[src/rtl/decode_pkg.sv]
// Decode stage shared types: control bundle, immediate/destination selects,
// opcode constants and the control decoder used by decode_stage.
package decode_pkg;

  typedef enum logic [2:0] {
    IMM_S5,
    IMM_S8,
    IMM_S11,
    IMM_Z5,
    IMM_Z8
  } imm_sel_t;

  typedef enum logic [1:0] {
    DST_RT,
    DST_RD,
    DST_RS,
    DST_R7
  } dest_sel_t;

  typedef struct packed {
    logic      reads_rs;
    logic      reads_rt;
    logic      is_load;
    logic      reg_write;
    dest_sel_t dest_sel;
    imm_sel_t  imm_sel;
    logic [1:0] alu_fn;
    logic      illegal;
  } ctrl_t;

  localparam logic [4:0] OP_HALT  = 5'b00000;
  localparam logic [4:0] OP_NOP   = 5'b00001;
  localparam logic [4:0] OP_J     = 5'b00100;
  localparam logic [4:0] OP_JAL   = 5'b00110;
  localparam logic [4:0] OP_ADDI  = 5'b01000;
  localparam logic [4:0] OP_ANDNI = 5'b01011;
  localparam logic [4:0] OP_BEQZ  = 5'b01100;
  localparam logic [4:0] OP_ST    = 5'b10000;
  localparam logic [4:0] OP_LD    = 5'b10001;
  localparam logic [4:0] OP_SLBI  = 5'b10010;
  localparam logic [4:0] OP_LBI   = 5'b11000;
  localparam logic [4:0] OP_ALU   = 5'b11011;

  function automatic ctrl_t decode_ctrl(
    input logic [4:0] op,
    input logic [1:0] funct
  );
    ctrl_t c;
    c = '0;
    c.alu_fn = funct;
    unique case (1'b1)
      (op == OP_HALT),
      (op == OP_NOP): ;
      (op == OP_J): c.imm_sel = IMM_S11;
      (op == OP_JAL): begin
        c.reg_write = 1'b1;
        c.dest_sel  = DST_R7;
        c.imm_sel   = IMM_S11;
      end
      (op == OP_ADDI): begin
        c.reads_rs  = 1'b1;
        c.reg_write = 1'b1;
      end
      (op == OP_ANDNI): begin
        c.reads_rs  = 1'b1;
        c.reg_write = 1'b1;
        c.imm_sel   = IMM_Z5;
      end
      (op == OP_BEQZ): begin
        c.reads_rs = 1'b1;
        c.imm_sel  = IMM_S8;
      end
      (op == OP_ST): begin
        c.reads_rs = 1'b1;
        c.reads_rt = 1'b1;
      end
      (op == OP_LD): begin
        c.reads_rs  = 1'b1;
        c.is_load   = 1'b1;
        c.reg_write = 1'b1;
      end
      (op == OP_SLBI): begin
        c.reads_rs  = 1'b1;
        c.reg_write = 1'b1;
        c.dest_sel  = DST_RS;
        c.imm_sel   = IMM_Z8;
      end
      (op == OP_LBI): begin
        c.reg_write = 1'b1;
        c.dest_sel  = DST_RS;
        c.imm_sel   = IMM_S8;
      end
      (op == OP_ALU): begin
        c.reads_rs  = 1'b1;
        c.reads_rt  = 1'b1;
        c.reg_write = 1'b1;
        c.dest_sel  = DST_RD;
      end
      default: c.illegal = 1'b1;
    endcase
    return c;
  endfunction

endpackage

[src/rtl/decode_stage_rf.sv]
// 8-entry register file, 2 read / 1 write, optional same-cycle write bypass.
// Ports: clk, rst_n, wb_en/wb_sel/wb_data write, sel_a/sel_b -> rd_a/rd_b.
module rf_bypass #(
  parameter int DATA_W    = 16,
  parameter bit WB_BYPASS = 1'b1
) (
  input  logic              clk,
  input  logic              rst_n,
  input  logic              wb_en,
  input  logic [2:0]        wb_sel,
  input  logic [DATA_W-1:0] wb_data,
  input  logic [2:0]        sel_a,
  input  logic [2:0]        sel_b,
  output logic [DATA_W-1:0] rd_a,
  output logic [DATA_W-1:0] rd_b
);

  logic [DATA_W-1:0] mem [8];

  always_ff @(posedge clk or negedge rst_n) begin
    if (!rst_n) begin
      for (int i = 0; i < 8; i++) mem[i] <= '0;
    end else if (wb_en) begin
      mem[wb_sel] <= wb_data;
    end
  end

  always_comb begin
    rd_a = mem[sel_a];
    rd_b = mem[sel_b];
    if (WB_BYPASS && wb_en && wb_sel == sel_a)
      rd_a = wb_data;
    if (WB_BYPASS && wb_en && wb_sel == sel_b)
      rd_b = wb_data;
  end

endmodule

[src/rtl/decode_stage.sv]
// Decode stage: regfile read, control decode, immediate extend, ID/EX reg.
// Ports: fetch in_valid/in_ready/instr, wb port, flush, EX out_* handshake.
module decode_stage
  import decode_pkg::*;
#(
  parameter int DATA_W    = 16,
  parameter bit WB_BYPASS = 1'b1,
  parameter bit LU_STALL  = 1'b1
) (
  input  logic              clk,
  input  logic              rst,
  input  logic              in_valid,
  output logic              in_ready,
  input  logic [15:0]       instr,
  input  logic              wb_en,
  input  logic [2:0]        wb_sel,
  input  logic [DATA_W-1:0] wb_data,
  input  logic              flush,
  output logic              out_valid,
  input  logic              out_ready,
  output logic [DATA_W-1:0] out_a,
  output logic [DATA_W-1:0] out_b,
  output logic [DATA_W-1:0] out_imm,
  output ctrl_t             out_ctrl,
  output logic [2:0]        out_dest,
  output logic              halt,
  output logic              err
);

  logic [2:0]        rs, rt, rd;
  ctrl_t             dec;
  ctrl_t             dec_q;
  logic [DATA_W-1:0] a_val, b_val, imm;
  logic [2:0]        dest;
  logic              lu_hit, stall, accept;

  assign rs  = instr[10:8];
  assign rt  = instr[7:5];
  assign rd  = instr[4:2];
  assign dec = decode_ctrl(instr[15:11], instr[1:0]);

  rf_bypass #(
    .DATA_W   (DATA_W),
    .WB_BYPASS(WB_BYPASS)
  ) u_rf (
    .clk    (clk),
    .rst_n  (rst),
    .wb_en  (wb_en),
    .wb_sel (wb_sel),
    .wb_data(wb_data),
    .sel_a  (rs),
    .sel_b  (rt),
    .rd_a   (a_val),
    .rd_b   (b_val)
  );

  always_comb begin
    imm = {{(DATA_W-5){instr[4]}}, instr[4:0]};
    unique case (dec.imm_sel)
      IMM_S8:  imm = {{(DATA_W-8){instr[7]}}, instr[7:0]};
      IMM_S11: imm = {{(DATA_W-11){instr[10]}}, instr[10:0]};
      IMM_Z5:  imm = {{(DATA_W-5){1'b0}}, instr[4:0]};
      IMM_Z8:  imm = {{(DATA_W-8){1'b0}}, instr[7:0]};
      default: ;
    endcase
  end

  always_comb begin
    dest = rt;
    unique case (dec.dest_sel)
      DST_RD:  dest = rd;
      DST_RS:  dest = rs;
      DST_R7:  dest = 3'd7;
      default: ;
    endcase
  end

  // Illegal opcodes travel on as a NOP that never writes back.
  always_comb begin
    dec_q = dec;
    dec_q.reg_write = dec.reg_write & ~dec.illegal;
  end

  assign lu_hit = out_valid && out_ctrl.is_load &&
                  out_ctrl.reg_write && in_valid &&
                  ((dec.reads_rs && rs == out_dest) ||
                   (dec.reads_rt && rt == out_dest));
  assign stall  = LU_STALL && lu_hit;

  assign in_ready = !stall && !flush && !halt &&
                    (!out_valid || out_ready);
  assign accept   = in_valid && in_ready;

  always_ff @(posedge clk or negedge rst) begin
    if (!rst) begin
      out_valid <= 1'b0;
      out_a     <= '0;
      out_b     <= '0;
      out_imm   <= '0;
      out_ctrl  <= '0;
      out_dest  <= '0;
      halt      <= 1'b0;
      err       <= 1'b0;
    end else begin
      if (accept && dec.illegal)
        err <= 1'b1;
      if (accept && instr[15:11] == OP_HALT)
        halt <= 1'b1;
      if (flush) begin
        out_valid <= 1'b0;
      end else if (!out_valid || out_ready) begin
        // A stall or idle input leaves a bubble; data fields go stale.
        out_valid <= accept;
        if (accept) begin
          out_a    <= a_val;
          out_b    <= b_val;
          out_imm  <= imm;
          out_ctrl <= dec_q;
          out_dest <= dest;
        end
      end
    end
  end

endmodule

[config.mk]
export PLATFORM = sky130hd
export DESIGN_NAME = decode_stage
export DESIGN_NICKNAME = d
export VERILOG_FILES = /design/src/rtl/decode_pkg.sv /design/src/rtl/decode_stage_rf.sv /design/src/rtl/decode_stage.sv
export SDC_FILE = /design/constraint.sdc
export NUM_CORES = 1
export LEC_CHECK = 0
export BUFFER_PORTS_ARGS = -buffer_cell sky130_fd_sc_hd__buf_2
export CAP_MARGIN = 20
export CORE_MARGIN = 2
export CORE_UTILIZATION = 46
export CTS_CLUSTER_DIAMETER = 30
export DETAILED_ROUTE_END_ITERATION = 12
export PLACE_DENSITY_LB_ADDON = 0.1
export SLEW_MARGIN = 40
export SYNTH_ARGS = -nofsm -noshare
export SYNTH_HDL_FRONTEND = slang
export SYNTH_SLANG_ARGS = --single-unit
[constraint.sdc]
create_clock -name clk -period 1.8 [get_ports clk]
set_input_delay 0.36 -clock clk [delete_from_list [all_inputs] [get_ports clk]]
set_output_delay 0.36 -clock clk [all_outputs]
set_load 0.01 [all_outputs]
# Yosys cells after proc, flatten, opt, wreduce, memory -nomap -nowiden
# Index checks and enable logic that the tools add are counted.
# word_totals
regBits,194
out_inout_bits,67
in_bits,41
elab_cells,107
# op_classes
bitwise,5
n_eq_ne,22
reduce_logical,31
n_lt_le_gt_ge,4
mux,22
# ops
operator,n
128-bit bitwise mux,1
16-bit 2-to-1 mux,7
16-bit binary-select mux with 3-bit select,2
16-bit one-hot mux with 4 select lines,1
16-bit demux with 3-bit select,1
"5-bit equality test, second input constant",5
"5-bit by 4-bit equality test with 1-bit output, second input constant",3
1-bit logical AND,15
7-bit OR reduction,2
3-bit equality test,4
"4-bit >= comparator, second input constant",3
3-bit NOT with 4-bit output,3
3-bit one-hot mux with 4 select lines,1
12-bit OR reduction,1
"5-bit by 3-bit equality test with 1-bit output, second input constant",2
3-bit one-hot mux with 3 select lines,1
2-bit OR reduction,4
1-bit 2-to-1 mux,7
"3-bit by 2-bit equality test with 1-bit output, second input constant",2
2-bit one-hot mux with 3 select lines,1
"5-bit by 1-bit equality test with 1-bit output, second input constant",1
5-bit zero test,1
"2-bit equality test, second input constant",2
1-bit zero test,4
other kinds (9),10

# Depth between registers and ports, before layout
# Gate-level depths: netlist of run 1.
# logic_depth
word_depth,13
ltp_mapped,8
depth_no_buf,6

# Cells and area by module
# Synthesis of run 1 repeated with hierarchy kept, for this count alone.
# unflattened
cells_unflattened,681
hier_area_um2,10598.9
# modules_own_cells
module,area_each_um2,cells_per_inst,seq_area_each_um2,n_inst
rf_bypass,7508.5,452,3203.1,1
decode_stage,3090.5,229,1476.4,1

# Least setup slack after synthesis of run 1
# No wires, ideal clock.
# synth_path
path_kind,input to register
start,input port instr[9]
end,register out_a[10]
path_buffers,2
path_stages,6
setup_slack_ps,-202
arrival_time_ps,1877
t_required_ps,1675
setup_ps,125
path_cell_list,buf_2 > buf_2 > mux4_2 > mux2i_1 > a21oi_1 > mux2_4
# synth_between
elab_chain_len,10
word_cells_on_any_way,17
cone_classes,2 x eq/ne; 4 x mux; 1 x bitwise; 10 x reduce/logical
# synth_lines
element,line_no,rtl
start: declaration,decode_stage.sv:14,"input logic [15:0] instr,"
3-bit equality test,decode_stage.sv:86,((dec.reads_rs && rs == out_dest) ||
1-bit logical AND,decode_stage.sv:86,
1-bit logical OR,decode_stage.sv:86,
1-bit logical AND,decode_stage.sv:85,out_ctrl.reg_write && in_valid &&
1-bit zero test,decode_stage.sv:90,assign in_ready = !stall && !flush && !halt &&
1-bit logical AND (3 in series),decode_stage.sv:90,
1-bit logical AND,decode_stage.sv:92,assign accept = in_valid && in_ready;
3-bit AND reduction (no line),-,
end signal: assignment,decode_stage.sv:115,out_a <= a_val;
end: declaration,decode_stage.sv:21,"output logic [DATA_W-1:0] out_a,"
# Several ways; a longest one is shown, not always the timed one. The select of a mux whose other input is x is not followed.
# A chain may end at the register's enable or synchronous reset.

# Final worst setup path of run 1
# layout_path
start,register out_dest[2]
end,register out_b[15]
# layout_between
elab_chain_len,10
word_cells_on_any_way,12
cone_classes,2 x eq/ne; 10 x reduce/logical
# layout_lines
element,line_no,rtl
start: declaration,decode_stage.sv:25,"output logic [2:0] out_dest,"
start signal: assignment,decode_stage.sv:119,out_dest <= dest;
3-bit equality test (on tied branches),"decode_stage.sv:86, decode_stage.sv:87",
1-bit logical AND (on tied branches),"decode_stage.sv:86, decode_stage.sv:87",
1-bit logical OR *,decode_stage.sv:86,
1-bit logical AND *,decode_stage.sv:85,
1-bit zero test *,decode_stage.sv:90,
1-bit logical AND * (3 in series),decode_stage.sv:90,
1-bit logical AND *,decode_stage.sv:92,
3-bit AND reduction (no line) *,-,
end signal: assignment,decode_stage.sv:116,out_b <= b_val;
end: declaration,decode_stage.sv:22,"output logic [DATA_W-1:0] out_b,"
# Every way passes the cells marked *; elsewhere a longest branch is shown, timed or not.

==> metrics.txt, run 1 <==
WHS 165 ps; HP Class input port to register; Worst Path Max Fanout 6; Vias 6,653; Final Slew Violations 0; grt ovf 0; Routed Antenna Nets 0; cell taking the most area after synthesis dfrtp_1; failing checks setup timing; final hold vios 0; initial antenna violation count 0; Post-synth EDFFs 0; Worst-Skew Late Latency 430 ps; synthesized area 0.0102 mm²; DR pass1 iterations 4; critical path's slowest cell dfrtp_2; P per Cell Area 1130 mW/mm²; synth cell count leaders 187 x dfrtp_1, 128 x mux2_2, 64 x mux4_2, 43 x mux2_4, 43 x nor2_1; Final Cycle Share 1.21; Setup Skew 8.61 ps; GRT Total Usage 0.229; Critical Path, Cell by Cell xor2_2 > nor4_4 > o2111ai_4 > buf_4 > buf_8 > nand2_8 > buf_12 > buf_12 > mux2_4; CTS tree done; Inserted Diodes 0; required time worst endpoint 2110 ps; yosys warns 0; crit path kind register to register; asr flop ratio synth 1.00; fraction of layout cells with a size suffix above 1 0.557; Num CTS Buffers 17; CTS root buffer clkbuf_16; max-cap violations 0; Die Y 153 µm; Clock transition at path regs 70 ps; CP dominant cell by count buf_12; fmax 0.458 GHz; fillers 1,768; CP startpoint kind register; core region area 0.0218 mm²; leading register cell type out of synthesis dfrtp_1; Finish-stage setup viols 55; PnR worst setup slack -385 ps; CP Capture Type register; CTS H-tree depth 4; Worst path max stage delay 450 ps; Pleak 5.52 nW; worst vdd ir 0.000626 V; routed length per instance 22.5 µm; pre-CTS setup slack -361 ps; Sink Count 187; Initial Utilization 0.470; post-synth cell types 57; Die X 153 µm; GPL Wtd Cong 0.836; first-pass GRT wire length 41.3 mm; Slew HR 0.588; # nets final 898; IO Count 108; DP HPWL 16.9 mm; DRT iter0 DRCs 320; syn nets 766; vias per std cell 5.79; largest net degree at the start of global routing 44; syn avg cell area 14.1 µm²; I/O Buffers 107; Synth Instances 725; post-layout min period 2180 ps; post-synthesis to final-layout area growth 20.4%; DRC viols 0; most frequent cell after synthesis dfrtp_1; Seq/Total Area, Yosys 0.457; Data arrival, critical path 2490 ps; Die ar. 0.0235 mm²; Yosys reg bits 187; Worst-Margin Slew 614 ps; clock buffer depth 2; FP Rows 54; top post-synthesis cells by area dfrtp_1 46%, mux2_2 14%, mux4_2 14%; total wire length 25.9 mm; vias in the first global route 7,010; RSZ-0062 raised after global routing yes; share of the synthesized area in the top cell type 0.457; status complete, but fails checks
-- timing repair --
| action | in CTS | in global routing |
|---|---|---|
| buffers inserted | 7 | 2 |
| hold buffers | 1 | 0 |
| pin swaps | 3 | 1 |
| endpoints found under the setup margin | 52 | 55 |
| gates cloned | 3 | 0 |
| resized for setup | 5 | 18 |
| hold endpoints to repair | 39 | 0 |
-- cell type report --
type	count	area, µm²	share of cell area
Inverter	4	15.0	0.00122
Timing Repair Buffer	187	1480	0.120
Clock inverter	11	168	0.0136
Clock buffer	21	460	0.0373
Sequential cell	187	4680	0.379
Multi-Input combinational cell	460	5190	0.420
Tap cell	280	350	0.0284
-- per-layer routing --
metal,vias up,share of wire,track usage
met2,143,0.49,0.369
li1,2948,-,-
met4,0,0.012,0.0529
met5,-,0,0
met1,3536,0.46,0.324
met3,26,0.039,0.0459
-- through the flow --
stage | total power, mW | utilization | std cells | setup TNS [ps] | cell area, µm²
6_report | 13.9 | 0.565 | 1150 | -15380 | 12300
5_1_grt | 14.7 | 0.565 | 1150 | -18750 | 12300
4_1_cts | 14.0 | 0.561 | 1148 | -11040 | 12200
3_5_place_dp | 9.93 | 0.525 | 1105 | -17220 | 11500
3_3_place_gp | 9.73 | 0.525 | 1105 | -15020 | 11500
2_1_floorplan | 8.62 | - | 725 | -6380 | 10300
-- path summary, 6_finish.rpt --
path	startpoint	end	slack (ps)	depth (start not counted)
max	out_dest[2]	out_b[15]	-380	9
min	instr[0]	out_imm[0]	160	2
max reg2reg	out_dest[2]	out_b[15]	-380	9
min reg2reg	err	err	460	1
max in group asynchronous	rst	u_rf.mem[123]	760	3
min in group asynchronous	rst	u_rf.mem[1]	450	2
-- registers in the layout (all words and copies together) (netlist names) --
register	flops
out_valid	1
out_ctrl	10
halt	1
out_imm	11
out_a	16
err	1
out_b	16
out_dest	3
u_rf.mem	128
-- where the power goes --
group / internal, mW / switching (mW) / leakage [nW] / total (mW)
sequential: 5.27 / 0.762 / 2.25 / 6.03
combinational: 2.37 / 1.55 / 2.96 / 3.92
clock: 2.40 / 1.59 / 0.303 / 3.99
total: 10.0 / 3.90 / 5.52 / 13.9
-- layout by cell type, fill, tap and decap left out, drive strengths merged, types with 2 or more instances in the layout --
master / count
a21oi: 43
a22o: 4
a31oi: 6
and3: 4
and4b: 2
buf: 186
bufinv: 4
clkbuf: 21
clkinv: 5
clkinvlp: 2
dfrtp: 187
inv: 4
mux2: 173
mux2i: 35
mux4: 64
nand2: 16
nand2b: 4
nand3: 4
nand4: 4
nand4b: 3
nor2: 43
nor2b: 3
nor3: 7
nor3b: 6
nor4: 4
nor4b: 2
o21ai: 4
o22ai: 2
or2: 2
xnor2: 11
xor2: 3
-- logic make-up (layout without fill, tap and decap cells) --
group                     after synthesis  count (layout)  share of synthesized area
DFF                                   187             187                      0.457
xor gates and xnor gates               14              14                     0.0120
and+or+nand+nor                       107             108                     0.0619
muxes                                 272             272                      0.381
buffers and inverters                  79             223                     0.0492
AOI/OAI and AO/OA                      66              66                     0.0398
-- worst max-delay path, delay by kind of cell (launching register included) --
family                    cells  cell delay [ps]
DFF                           1              450
xor gates and xnor gates      1              170
buffers and inverters         4              570
and+or+nand+nor               2              400
muxes                         1              300
AOI/OAI and AO/OA             1              150
(Power assumes the default switching activity.)
==> inputs of run 2 (changes only) <==
Settings changed: SYNTH_HIERARCHICAL set to 1.
==> run 2 against run 1 <==
The run still ends with setup timing left. Combinational power increased by 6.6%. First-iteration DRC count fell by 3.8%. Non-clock buffer count rose by 27. Largest power group unchanged. Critical path type is now register to output pin. Final area up 3.8%. Hold slack got worse by 0.54 ps. Global-route usage is 0.056 points higher. Area after synthesis rose by 3.4%. Routed wire length rose by 3.4%. Sequential power shrank 0.7%.
==> metrics.txt, run 2 <==
Worst-Skew Late Latency 430 ps (about the same); CP startpoint kind register; IO Count 108 (unchanged); total wire length 26.8 mm (+3.4%); DR pass1 iterations 4 (unchanged); combinational power share 0.301 (+0.020); routed length per instance 23.5 µm (+4.3%); synth cell count leaders 187 x dfrtp_1, 181 x mux2_2, 60 x mux4_1, 54 x mux2_4, 17 x buf_1; Post-synth EDFFs 0 (unchanged); GRT Total Usage 0.230 (+0.000562); Biggest register u_rf/mem; fillers 1,812 (+2.5%); NetSw 3.94 mW (+0.88%); CP Capture Type output pin; vias per std cell 5.74 (-0.79%); Yosys reg bits 187 (unchanged); Final Slew Violations 0 (unchanged); RSZ-0062 raised after global routing yes; largest net degree at the start of global routing 38 (-14%); commonest non-fill, non-tap cell in the layout dfrtp_1; first-pass GRT wire length 41.6 mm (+0.67%); Inserted Diodes 0 (unchanged); Synth Instances 681 (-6.1%); Worst path max stage delay 420 ps (-30 ps); syn nets 722 (-5.7%); Worst Path Max Fanout 3 (-3); clock buffer depth 2 (unchanged); Die Y 156 µm (+1.6%); Final Cycle Share 1.17 (-0.0447); leading register cell type out of synthesis dfrtp_1; Inst Count DP 1,088 (-1.5%); Num CTS Buffers 17 (unchanged); DRT iter0 DRCs 308 (-3.8%); Initial Utilization 0.468 (-0.00153); failing checks setup timing; vias in the first global route 6,893 (-1.7%); GPL Wtd Cong 0.828 (-1.1%); Die ar. 0.0243 mm² (+3.3%); fmax 0.475 GHz (+3.8%); CTS tree done; pre-CTS setup slack -452 ps (-90.9 ps); Setup Skew 12.5 ps (+3.85 ps); Routed Antenna Nets 0 (unchanged); status complete, but fails checks; Top Registers u_rf/mem x128, out_a x16, out_b x16; DRC viols 0 (unchanged); max-cap violations 0 (unchanged); Pleak 5.66 nW (+2.7%); HP Class input port to register; cell taking the most area after synthesis dfrtp_1; P per Cell Area 1080 mW/mm² (-4.3%); top post-synthesis cells by area dfrtp_1 44%, mux2_2 19%, mux4_1 15%; critical path's slowest cell dfrtp_1; asr flop ratio synth 1.00 (unchanged); total negative slack -9980 ps (+5400 ps); Internal 9.92 mW (-1.2%); grt ovf 0 (unchanged); Clock transition at path regs 70 ps (about the same); Data arrival, critical path 1740 ps (-750 ps); PnR worst setup slack -304 ps (+80.4 ps); Vias 6,543 (-1.7%); commonest cells after routing, fill and taps aside 187 x dfrtp_1, 171 x mux2_2, 106 x buf_2, 69 x mux2_4, 65 x buf_4; multi-input combinational cell area 0.00532 mm² (+2.5%); required time worst endpoint 1440 ps (-670 ps); Finish-stage setup viols 56 (+1.8%); worst vdd ir 0.000622 V (-0.68%); CTS root buffer clkbuf_16; Slew HR 0.714 (+0.126); core region area 0.0226 mm² (+3.7%); post-layout min period 2100 ps (-80.4 ps); FP Rows 55 (+1.9%); sequential cell area 0.00468 mm² (about the same); share of the synthesized area in the top cell type 0.442 (-0.0150); Final Non-Filler Cells 1,140 (-0.87%); Clock power frac 0.266 (-0.020); DP HPWL 17.2 mm (+1.4%); Reg power frac 0.432 (about the same); Die X 156 µm (+1.6%); max reg flops 128 (unchanged); post-synthesis to final-layout area growth 20.9%; yosys warns 6 (+6); crit path kind register to output pin; I/O Buffers 107 (unchanged); initial antenna violation count 0 (unchanged); synthesized area 0.0106 mm² (+3.4%); Worst-Margin Slew 430 ps (-184 ps); Critical Path, Cell by Cell xor2_1 > nor3_2 > o2bb2ai_2 > and2_4 > nor4_4 > buf_2; Sink Count 187 (unchanged); syn avg cell area 15.6 µm² (+10%); most frequent cell after synthesis dfrtp_1; final hold vios 0 (unchanged); post-synth cell types 55 (-3.5%); fraction of layout cells with a size suffix above 1 0.656 (+0.0987); Seq/Total Area, Yosys 0.442 (-0.0150); CTS H-tree depth 4 (unchanged); # nets final 883 (-1.7%); Net Sw Frac 0.284 (+0.00415)
[run 2: critical path, delay by kind of cell, from the launching register on]
family	cells	cell delay [ps]
simple gates	3	470
flops	1	420
xor+xnor	1	160
compound gates	1	140
buf+inv	1	130
[run 2: power groups by stage]
stage | logic [mW] | registers (mW) | clock network, mW
floorplan | 2.77 | 6.04 | 0
global placement | 3.98 | 6.00 | 0
detailed placement | 4.07 | 6.06 | 0
CTS | 4.22 | 5.98 | 3.79
global route | 4.48 | 6.14 | 3.96
finish | 4.18 | 5.99 | 3.69
[run 2: kinds of logic (layout without fill, tap and decap cells)]
kind of cell           Yosys count  after routing  share of synthesized area
multiplexers                   310            310                      0.437
flip-flops                     187            187                      0.442
buffers and inverters           80            254                     0.0492
AND/OR/NAND/NOR                 58             58                     0.0392
AO/OA/AOI/OAI                   32             32                     0.0215
XOR/XNOR                        14             14                     0.0116
[run 2: path summary, 6_finish.rpt]
| path | from | endpoint | slack [ps] | cells after the start |
|---|---|---|---|---|
| max | out_dest[1] | in_ready | -300 | 6 |
| min reg2reg | err | err | 460 | 1 |
| min | instr[0] | out_imm[0] | 160 | 2 |
| max in group asynchronous | rst | u_rf/mem[40] | 810 | 3 |
| min in group asynchronous | rst | out_ctrl[9] | 410 | 2 |
| max reg2reg | out_dest[1] | out_a[10] | -210 | 9 |
[run 2: area by class of cell]
cell class	instances	share of cell area
Multi-Input combinational cell	414	0.415
Sequential cell	187	0.365
Timing Repair Buffer	214	0.145
Clock buffer	20	0.0356
Tap cell	285	0.0278
Clock inverter	12	0.00898
Inverter	8	0.00234
[run 2: metal layers]
layer	wire length [µm]	up-vias	share of wire	GRT usage
met5	0	-	0	0
met4	253	0	0.0094	0.0555
met3	1190	20	0.045	0.0378
met2	13300	149	0.50	0.379
met1	12000	3475	0.45	0.321
li1	-	2899	-	-
[run 2: repair_timing]
item / in CTS / in global routing
gates cloned: 7 / 1
buffers inserted: 10 / 7
gates resized for setup: 16 / 11
pin swaps: 5 / 3
hold buffers: 1 / 0
setup endpoints to repair: 49 / 56
endpoints found under the hold margin: 26 / 0
[run 2: stage by stage]
stage	instance area, µm²	total power, mW	utilization	hold WS (ps)
after floorplan	10600	8.80	-	64.4
after global placement	11900	9.97	0.525	304
after detailed placement	11900	10.1	0.525	312
after CTS	12800	14.0	0.566	142
after global routing	12800	14.6	0.566	146
final	12800	13.9	0.566	164
